===== src/rtl/uart_tx_arbiter.sv =====
// Two-requester round-robin UART transmitter: 8N1-style frames paced by an external baud_tick.
// Optional even parity bit after the data bits when UART_TX_ARBITER_PARITY_EN is defined.
module uart_tx_arbiter #(
    parameter int DATA_W    = 8,
    parameter int STOP_BITS = 1
) (
    input  logic              clk,
    input  logic              reset,
    input  logic              baud_tick,
    input  logic              req0,
    input  logic              req1,
    input  logic [DATA_W-1:0] data0,
    input  logic [DATA_W-1:0] data1,
    output logic              gnt0,
    output logic              gnt1,
    output logic              txd,
    output logic              busy,
    output logic              done
);

    localparam int CNT_W = $clog2(DATA_W);
    localparam logic [CNT_W-1:0] BIT_LAST  = CNT_W'(DATA_W - 1);
    localparam logic [CNT_W-1:0] STOP_LAST = CNT_W'(STOP_BITS - 1);

    typedef enum logic [2:0] {
        IDLE,
        ALIGN,
        START,
        DATA,
`ifdef UART_TX_ARBITER_PARITY_EN
        PARITY,
`endif
        STOP
    } state_t;

    state_t            state;
    logic [DATA_W-1:0] sr;
    logic [CNT_W-1:0]  cnt;
    logic              last_winner;
`ifdef UART_TX_ARBITER_PARITY_EN
    logic              par;
`endif

    always_ff @(posedge clk) begin
        if (reset) begin
            state       <= IDLE;
            txd         <= 1'b1;
            busy        <= 1'b0;
            done        <= 1'b0;
            gnt0        <= 1'b0;
            gnt1        <= 1'b0;
            last_winner <= 1'b1;
            sr          <= '0;
            cnt         <= '0;
`ifdef UART_TX_ARBITER_PARITY_EN
            par         <= 1'b0;
`endif
        end else begin
            gnt0 <= 1'b0;
            gnt1 <= 1'b0;
            done <= 1'b0;
            case (state)
                // A tick on the grant edge is lost by construction: we are still in IDLE.
                IDLE: begin
                    if (req0 || req1) begin
                        if (req0 && (!req1 || last_winner)) begin
                            gnt0        <= 1'b1;
                            sr          <= data0;
                            last_winner <= 1'b0;
`ifdef UART_TX_ARBITER_PARITY_EN
                            par         <= ^data0;
`endif
                        end else begin
                            gnt1        <= 1'b1;
                            sr          <= data1;
                            last_winner <= 1'b1;
`ifdef UART_TX_ARBITER_PARITY_EN
                            par         <= ^data1;
`endif
                        end
                        busy  <= 1'b1;
                        state <= ALIGN;
                    end
                end
                ALIGN: begin
                    if (baud_tick) begin
                        txd   <= 1'b0;
                        state <= START;
                    end
                end
                START: begin
                    if (baud_tick) begin
                        txd   <= sr[0];
                        sr    <= sr >> 1;
                        cnt   <= '0;
                        state <= DATA;
                    end
                end
                DATA: begin
                    if (baud_tick) begin
                        if (cnt == BIT_LAST) begin
                            cnt   <= '0;
`ifdef UART_TX_ARBITER_PARITY_EN
                            txd   <= par;
                            state <= PARITY;
`else
                            txd   <= 1'b1;
                            state <= STOP;
`endif
                        end else begin
                            txd <= sr[0];
                            sr  <= sr >> 1;
                            cnt <= cnt + 1'b1;
                        end
                    end
                end
`ifdef UART_TX_ARBITER_PARITY_EN
                PARITY: begin
                    if (baud_tick) begin
                        txd   <= 1'b1;
                        state <= STOP;
                    end
                end
`endif
                // The bit counter is reused to count stop periods.
                STOP: begin
                    if (baud_tick) begin
                        if (cnt == STOP_LAST) begin
                            done  <= 1'b1;
                            busy  <= 1'b0;
                            state <= IDLE;
                        end else begin
                            cnt <= cnt + 1'b1;
                        end
                    end
                end
                default: state <= IDLE;
            endcase
        end
    end

endmodule

===== config.mk =====
export PLATFORM = sky130hd
export DESIGN_NAME = uart_tx_arbiter
export DESIGN_NICKNAME = d
export VERILOG_FILES = /design/src/rtl/uart_tx_arbiter.sv
export SDC_FILE = /design/constraint.sdc
export NUM_CORES = 1
export LEC_CHECK = 0
export BUFFER_PORTS_ARGS = -buffer_cell sky130_fd_sc_hd__buf_2
export CAP_MARGIN = 20
export CORE_AREA = 2 2 52 54
export DETAILED_ROUTE_END_ITERATION = 7
export DIE_AREA = 0 0 54 56
export PLACE_DENSITY = 0.83
export SLEW_MARGIN = 20
export SYNTH_ARGS = -nofsm -noshare
export SYNTH_HDL_FRONTEND = slang
export SYNTH_SLANG_ARGS = --single-unit

===== constraint.sdc =====
create_clock -name clk -period 3.3 [get_ports clk]
set_input_delay 0 -clock clk [delete_from_list [all_inputs] [get_ports clk]]
set_output_delay 0 -clock clk [all_outputs]
set_load 0.005 [all_outputs]

; ---- Word-level counts from Yosys, hierarchy flattened
; Cells that the tools add are included.
[classes]
n_addsub = 1
n_mul = 0
n_div = 0
magnitude_cmp = 0
n_eq_ne = 14
n_shift = 0
mux = 32
n_bitwise = 4
n_reduce_logical = 18
[op_table]
columns = cell, n
row1 = $mux W8, 5
row2 = $mux W3, 12
row3 = $pmux W8 S3, 1
row4 = $ne A2 B2 Y1 const B, 9
row5 = $pmux W3 S5, 1
row6 = $mux W1, 10
row7 = $reduce_and A5 Y1, 2
row8 = $pmux W3 S3, 1
row9 = $reduce_bool A3 Y1, 3
row10 = $reduce_and A4 Y1, 2
row11 = $reduce_and A7 Y1, 1
row12 = $eq A3 B2 Y1 const B, 2
row13 = $eq A3 B3 Y1 const B, 2
row14 = $logic_not A3 Y1, 2
row15 = $reduce_or A3 Y1, 2
row16 = $not A1 Y1, 4
row17 = $add A3 B1 Y3 const B, 1
row18 = $eq A3 B1 Y1 const B, 1
row19 = $pmux W1 S3, 1
row20 = $logic_or A1 B1 Y1, 2
row21 = $pmux W1 S2, 1
row22 = $reduce_and A2 Y1, 1
row23 = $reduce_bool A2 Y1, 1
row24 = $logic_and A1 B1 Y1, 1
row25 = $logic_not A1 Y1, 1
[word_totals]
register_bits = 20
latch_bits = 0
mem_bits_rw = 0
romBits = 0
inputBits = 21
mem_count = 0

; ---- Longest topological paths before layout
; Gate-level depths: netlist of the first run.
[logic_depth]
word_depth = 6
depth_mapped = 7
mapped_depth_nobuf = 6

; ---- Worst setup path before layout of the first run
; No wires, ideal clock.
[synth_path]
path_kind = flip-flop to flip-flop
from = reg cnt[0]
to = reg sr[4]
setup_time_ns = 0.101
arrival_ns = 1.427
path_slack_ns = 1.772
stages_incl_launch_ff = 7
path_buffers = 1
synth_period_minus_slack_ns = 1.528
cell_sequence = dfxtp_1 > ha_1 > ha_1 > nand2_1 > a32oi_2 > buf_6 > o41ai_1
[synth_between]
elab_chain_len = 3
[synth_lines]
columns = item, line_no
row1 = start: declaration, 38  ; logic [CNT_W-1:0] cnt;
row2 = start signal: assignment, 113  ; cnt <= cnt + 1'b1;
row3 = start signal: assignment, 133  ; cnt <= cnt + 1'b1;
row4 = $eq A3 B3 Y1, 101  ; if (cnt == BIT_LAST) begin
row5 = $ne A2 B2 Y1 (no line), n/a
row6 = $reduce_and A5 Y1 (no line), n/a
row7 = end signal: assignment, 75  ; sr <= data1;
row8 = end signal: assignment, 94  ; sr <= sr >> 1;
row9 = end signal: assignment, 112  ; sr <= sr >> 1;
row10 = end: declaration, 37  ; logic [DATA_W-1:0] sr;
; Every way passes these cells.
; A chain may end at the register's enable or synchronous reset.

; ---- Worst setup path in the final report of the first run
[layout_path]
from = reg state[1]
to = reg sr[3]
[layout_between]
elab_chain_len = 3
[layout_lines]
columns = item, line_no
row1 = start: declaration, 36  ; state_t state;
row2 = start signal: assignment, 46  ; state <= IDLE;
row3 = start signal: assignment, 82  ; state <= ALIGN;
row4 = start signal: assignment, 88  ; state <= START;
row5 = $eq A3 B2 Y1 or $logic_not A3 Y1 (tied branches), 62  ; case (state)
row6 = $ne A2 B2 Y1 (no line) or $reduce_bool A3 Y1 (tied branches), n/a
row7 = $reduce_and A5 Y1 (no line), n/a
row8 = end signal: assignment, 68  ; sr <= data0;
row9 = end signal: assignment, 75
row10 = end signal: assignment, 94
; Parallel ways exist; a longest one is shown, timed or not.

==> results.txt, run 1 <==
* Worst slack at placement: between 1 and 1.5 ns
- Clock-pin slew was measured on the worst setup and hold paths at roughly 0.12 ns.
- Number of filler instances in the final layout: 218
- Worst reg2reg startpoint: state[1]
* Critical path arrival: 2.23 ns
* Critical register-to-register path endpoint: sr[3]
* Total die area: around 3000 µm²
* # H-tree levels: 1
- The worst path in the final design needs a cycle of about 2.0 ns, including I/O delays and setup.
- Residual antenna-violating net count after detailed routing: 0
- CP Data Required Time: roughly 3.5 ns
* Total global-route track usage: 18.4%
- The worst hold path terminates at sr[7].
* Final hold viol count: 0
- Setup violations remaining at the end of the flow were counted as 0.
- On the worst path, the slowest cell contributes a delay of 0.69 ns.
* Global-route met2 utilization: 29.6%
- STA classifies the critical path startpoint as a flip-flop.
- Post-layout total power: 544 µW
- Total of cells resized after clock tree synthesis: 0
- In the routed layout, each cell is associated on average with a via count of about 6.
- Starting Density: between 40% and 50%
* Clk_lat worst skew: 0.31 ns
- Placement Cell Area: between 1000 and 1500 µm²
* Setup crit end kind: flip-flop
* Post-detailed-placement half-perimeter wirelength: 1890 µm
* Post-synthesis cell count: 129
* Layout Area Growth over Synthesis: 9.73%
* Length in cells of the worst reg-to-reg path: 4
* Average footprint of a synthesized cell: about 9 µm²
- Syn Std Cell Area: 1180 µm²
* Count of cells along the worst hold path: 3
- Slew @ Worst Pin: 0.805 ns
* Family with the most delay on the worst path: simple AND/OR/NAND/NOR gates
- Based on the critical path, the design can be clocked at up to 494 MHz.
- Post-CTS timing repair inserted 0 buffers for setup.
- Critical hold path startpoint: data0[7]
- Counting every net in the synthesized netlist gives 155.
* Final net count: 174
- The clock drives 20 sinks.
- In the global route stage, met3 resource usage came out at 1.61%.
* Number of I/O pins: 26
- Core footprint: 2430 µm²
* Fraction of layout cells with a size suffix above 1: 28.1%
- Sequential fraction of the synthesis area: 33.8%
- The max-slew violation count came to 0.
- Number of optimization iterations in the first detailed-route pass: 5
* Routed wire length per instance: 15.2 µm
- Flip-flop and latch count after synthesis: 20
- P_leak: about 0.55 nW
* Max-Cap Viols: 0
- Run status: completed
- The critical path is of the reg2reg type.
- WP buf/inv: 0
* Sum of routed wire length over all layers: around 2700 µm
* Antenna diode instance count: 0
- Measured along the y axis, the die boundary spans 56 µm.
* Global route overflow: 0
* Synth warn: 0
* Count of hold buffers inserted by post-cts repair: 0
* Tightest Hold Check Type: in2reg
* Worst Setup Slack, final: 1.28 ns
* Cell Pwr Density: 419 nW/µm²
- Setup repair after global routing left no endpoint under its margin.
* First-pass GRT wire length: 4260 µm
- The count of buffers added on input and output ports is 25.
- Setup slack on the worst reg-to-reg path comes out at roughly 1.3 ns.
- Buffers inserted during clock tree synthesis total 3.
- The synthesized design contains 0 enable-type register cells.
- CTS tree: yes
* Final-layout setup total negative slack: 0 ns
- Global Route met1 Usage: 25.2%
* Initial antenna violation count: 0
- For this block, the via count after detailed routing is 1077.
- Clock tree synthesis selected as its root buffer the cell sky130_fd_sc_hd__clkbuf_4.
- The via count of the first global-routing pass was roughly 950.
- The finished cells cover about 1300 µm².
- For this run, design rule violations remaining after detail routing come to 0.
* Number of placement rows: 18
- met2 is the most crowded layer.
- In this run, the number of DRC markers left after iteration 0 of detailed routing was 31.
* Count of unique library cells instantiated by Yosys: 41
- Min Hold Slack: 0.00971 ns
- Critical path cell sequence: nor2b_1 > a31o_2 > a21oi_1 > o41ai_1
- Dividing the final minimum period by the clock period gives 61.4%.
- Placer congestion estimate: 0.826
* Horizontal extent of the die: 54 µm
- Largest net degree at the start of global routing: 18
- Across the routed clock network, the largest skew measured is between 0.008 and 0.009 ns.
- Of all flip-flops after synthesis, the portion carrying an async set or reset was 0%.
* Largest fanout on the critical path: 17
- Across the VDD grid, the largest voltage drop is 0.000252 V.
* Relative max-transition margin: 46.3%
- Counting along the longest clock path gives a buffer depth of 2.
- CP max-delay cell: sky130_fd_sc_hd__nor2b_1
- For this run, the leading register cell type out of synthesis is sky130_fd_sc_hd__dfxtp_1.
-- worst max path at each step --
stage / startpoint / end / depth (start not counted) / slack (ns)
2_1_floorplan: cnt[0] / sr[4] / 6 / 1.77
3_3_place_gp: state[1] / sr[5] / 4 / 1.45
3_5_place_dp: state[1] / sr[0] / 4 / 1.36
4_1_cts: state[1] / sr[3] / 4 / 1.34
5_1_grt: state[1] / sr[3] / 4 / 1.12
6_report: state[1] / sr[3] / 4 / 1.28
-- power by group --
part | switching, mW | leakage (nW) | internal, mW
clock network | 0.0771 | 0.0138 | 0.0427
logic | 0.0711 | 0.368 | 0.0600
registers | 0.0264 | 0.164 | 0.267
total | 0.175 | 0.546 | 0.369
-- through the flow --
step | util (%) | instances
global route | 53.4 | 176
CTS | 53.4 | 176
global placement | 52.5 | 173
finish | 53.4 | 176
detailed placement | 52.5 | 173
floorplan | - | 129
-- cells in the final DEF (no fill, tap or decap), types with 2 or more instances in the layout --
cell type / count
sky130_fd_sc_hd__buf_2: 25
sky130_fd_sc_hd__dfxtp_1: 20
sky130_fd_sc_hd__a21oi_1: 13
sky130_fd_sc_hd__nor2b_1: 10
sky130_fd_sc_hd__o211ai_1: 7
sky130_fd_sc_hd__nand2_1: 6
sky130_fd_sc_hd__a31o_2: 6
sky130_fd_sc_hd__o41ai_1: 6
sky130_fd_sc_hd__nor2_1: 5
sky130_fd_sc_hd__nor3_1: 5
sky130_fd_sc_hd__ha_1: 5
sky130_fd_sc_hd__inv_1: 4
sky130_fd_sc_hd__clkbuf_4: 3
sky130_fd_sc_hd__nand2b_1: 2
sky130_fd_sc_hd__nand3b_1: 2
sky130_fd_sc_hd__mux2i_1: 2
sky130_fd_sc_hd__a31o_1: 2
sky130_fd_sc_hd__or3_1: 2
-- Yosys cell counts (all sizes together) (3+ instances only) --
cell	number	area, µm²
a21oi	13	65.1
nor2	5	18.8
ha	5	62.6
nand2	6	22.5
a31o	8	70.1
o41ai	8	96.4
inv	4	15.0
dfxtp	20	400
nor2b	10	62.6
buf	9	62.6
nand2b	3	26.3
nor3	5	25.0
o211ai	8	65.1
-- cell families after synthesis --
logic type | after synthesis | synth area share, %
flops | 20 | 33.8
mux | 2 | 1.69
buf+inv | 16 | 7.50
fa+ha+maj | 5 | 5.29
compound gates | 46 | 31.2
simple gates | 40 | 20.5
-- sequential cells by signal, indices dropped and copies added (netlist names) --
| register | cells |
|---|---|
| sr | 8 |
| cnt | 3 |
| state | 3 |
| busy | 1 |
| done | 1 |
| gnt0 | 1 |
| gnt1 | 1 |
| last_winner | 1 |
| txd | 1 |
-- per-layer routing --
layer	part of all wire [%]	routed length (µm)
met5	0	0
met4	1.5	40
met3	5.6	151
met2	46	1220
met1	47	1260
-- layout make-up --
type / count / area [µm²] / area share, %
Inverter: 5 / 18.8 / 1.45
Clock buffer: 3 / 22.5 / 1.73
Timing Repair Buffer: 25 / 125 / 9.63
Tap cell: 30 / 37.5 / 2.89
Sequential cell: 20 / 400 / 30.8
Multi-Input combinational cell: 93 / 694 / 53.5
-- worst register-to-register path, delay by kind of cell, from the launching register on --
kind            cells  cell delay [ns]
flops               1             0.65
compound gates      3             0.58
simple gates        1             0.69
No activity file was read; power rests on OpenSTA's default activity.
==> run 2, diff against run 1 <==
--- a/config.mk
+++ b/config.mk
@@ -7,10 +7,10 @@
 export LEC_CHECK = 0
 export BUFFER_PORTS_ARGS = -buffer_cell sky130_fd_sc_hd__buf_2
 export CAP_MARGIN = 20
-export CORE_AREA = 2 2 52 54
+export CORE_AREA = 2 2 53 55
 export DETAILED_ROUTE_END_ITERATION = 7
-export DIE_AREA = 0 0 54 56
-export PLACE_DENSITY = 0.83
+export DIE_AREA = 0 0 55 57
+export PLACE_DENSITY = 0.84
 export SLEW_MARGIN = 20
 export SYNTH_ARGS = -nofsm -noshare
 export SYNTH_HDL_FRONTEND = slang
==> constraint.sdc (replaced) <==
create_clock -name clk -period 1.7 [get_ports clk]
set_input_delay 0 -clock clk [delete_from_list [all_inputs] [get_ports clk]]
set_output_delay 0 -clock clk [all_outputs]
set_load 0.005 [all_outputs]
==> run 2 against run 1 <==
Against the previous run: critical endpoint unchanged; clock skew decreased by 0.0027 ns; combinational power increased to 2.8 times the previous value; setup slack got worse by 1.2 ns.
==> results.txt, run 2 (synthesis gave the netlist of run 1 again) <==
- Run status: completed
- Total die area: 3140 µm²
- CTS tree: yes
- Post-layout total power: about 1.2 mW
* Core footprint: 2620 µm²
- Routed vias/inst: 5.81
- Worst slack at placement: -0.147 ns
- Largest registers: sr: 8 flops, cnt: 3 flops, state: 3 flops
- Largest fanout on the critical path: 8
- Before antenna repair, the detailed router went through 4 iterations.
* Peak Freq: 614 MHz
* Commonest non-fill, non-tap cell in the layout: sky130_fd_sc_hd__buf_2
* Worst supply voltage drop on vdd: 0.000538 V
- Horizontal extent of the die: 55 µm
- Number of I/O pins: 26
- Clock latency on the worst-skew pair, taken at its later pin, is 0.32 ns.
- Final net count: approximately 190
* Final hold viol count: 0
- After routing the design area is 1500 µm².
- The clock passes through at most 2 buffers.
- Sum of routed wire length over all layers: between 2000 and 3000 µm
- Max-cap violations in this run came to 0.
- Clock Pin Slew Worst Setup and Hold Paths: 0.12 ns
- Entering global routing, the biggest net connects 16 pins.
* Slew @ Worst Pin: approximately 0.46 ns
* Relative max-transition margin: 69.4%
- Layout Area Growth over Synthesis: 27.0%
- In the routed design, unresolved DRC markers number 0.
- Starting Density: 45.3%
* Largest register FFs: 8
- # port buffers: 25
* Biggest register: sr
- The via count of the first global-routing pass is 1041.
* Final Critical Period: 1.63 ns
- Worst Setup Start Kind: flip-flop
- Detailed placement finished with a half-perimeter wire length of between 1500 and 2000 µm.
* Setup slack of the worst register-to-register path: a little over 0.07 ns
* Slew Viols, Final: 0
* Total CTS buffers: 3
* Clock Sinks: 20
- Count of cells along the worst hold path: 2
- Setup violations remaining at the end of the flow were counted as 0.
* Worst Skew: between 0.006 and 0.007 ns
* Final-layout setup total negative slack: 0 ns
- The cell sitting at the root of the clock tree is a sky130_fd_sc_hd__clkbuf_4.
* First-pass GRT wire length: 4310 µm
- Power spread over the standard cell area amounts to 809 nW/µm².
- In the final layout, flip-flops and latches occupy 402 µm².
- Once placement finished, the instance area stood at 1330 µm².
- Top library cells by usage in the layout, fill and taps aside: 25 x sky130_fd_sc_hd__buf_2, 19 x sky130_fd_sc_hd__dfxtp_1, 13 x sky130_fd_sc_hd__a21oi_1
- In the final routed layout, each cell accounts on average for 15.1 µm.
- Worst Setup Slack, final: 0.0716 ns
- Number of placement rows: 19
- Count of vias placed by the detailed router: roughly 1100
* Antenna diode instance count: 0
- Min Hold Slack: 0.0131 ns
- DR iter-0 viols: 30
* CP Data Required Time: 1.91 ns
- The worst hold path belongs to the class in2reg.
- After global routing the overflow that remains totals 0.
- STA classifies the critical path endpoint as a flip-flop.
- Of the available clock period, the critical path in the final layout requires 95.8%.
- In this run the number of H-tree levels came out at 1.
- The floorplan step set the die height to roughly 57 µm.
- P_leak: roughly 0.64 nW
- The critical path is of the reg2reg type.
- In this run the critical register-to-register path is launched from cnt[0].
- Residual antenna-violating net count after detailed routing: 0
- Total global-route track usage: 18.7%
- Placer congestion estimate: 0.749
- Number of filler instances in the final layout: roughly 220
- Critical hold path startpoint: reset
- Critical path arrival: between 1.5 and 2 ns
- Multi-input combinational cell area: 764 µm²
* Hold path endpoint: done
- Cells with a size suffix above 1 make up 37.3% of the layout.
- Length in cells of the worst reg-to-reg path: 7
- In this run the critical register-to-register path is captured at sr[3].
- Initial antenna violation count: 0
[run 2: cell type report]
type | instances | share of cell area, %
clock buffer | 4 | 2.41
inverter | 5 | 1.25
multi-input combinational | 93 | 50.9
sequential | 20 | 26.7
tap | 31 | 2.58
timing repair buffer | 36 | 16.2
[run 2: metrics by stage]
stage          cells  utilization (%)
3_5_place_dp     181             50.9
2_1_floorplan    129                -
5_1_grt          189             57.5
6_report         189             57.5
3_3_place_gp     181             50.9
4_1_cts          187             53.4
[run 2: how the worst max path moves through the flow]
stage | start | end | slack, ns | depth (start not counted)
2_1_floorplan | cnt[0] | sr[4] | 0.17 | 6
3_3_place_gp | cnt[0] | sr[5] | -0.01 | 6
3_5_place_dp | cnt[0] | sr[3] | -0.15 | 6
4_1_cts | cnt[0] | sr[6] | 0.04 | 5
5_1_grt | cnt[0] | sr[3] | -0.007 | 7
6_report | cnt[0] | sr[3] | 0.07 | 7
[run 2: worst max-delay path, cell delays in order (launching register included)]
cell and delay [ns]:
sky130_fd_sc_hd__dfxtp_2 0.36, sky130_fd_sc_hd__ha_4 0.17, sky130_fd_sc_hd__ha_2 0.18, sky130_fd_sc_hd__nand2_2 0.09, sky130_fd_sc_hd__a32oi_4 0.14, sky130_fd_sc_hd__buf_12 0.17, sky130_fd_sc_hd__o211ai_1 0.27, sky130_fd_sc_hd__o41ai_4 0.12
[run 2: power breakdown]
group | leakage (nW) | switching [mW] | internal [mW] | total (mW)
registers | 0.165 | 0.0368 | 0.518 | 0.555
logic | 0.459 | 0.185 | 0.187 | 0.372
clock network | 0.0210 | 0.158 | 0.131 | 0.290
total | 0.645 | 0.380 | 0.836 | 1.22
[run 2: what timing repair did]
action,CTS,global route
gates cloned,0,1
pin swaps,1,2
endpoints found under the setup margin,8,8
setup buffers,0,1
hold endpoints to repair,2,0
gates resized for setup,1,10
hold buffers,2,0
[run 2: routing by layer]
layer / track usage [%] / vias up / wire (µm)
met5: 0 / - / 0
met1: 23.6 / 528 / 1260
met4: 10.8 / 0 / 60
li1: - / 540 / -
met2: 29.3 / 26 / 1410
met3: 3.14 / 5 / 111
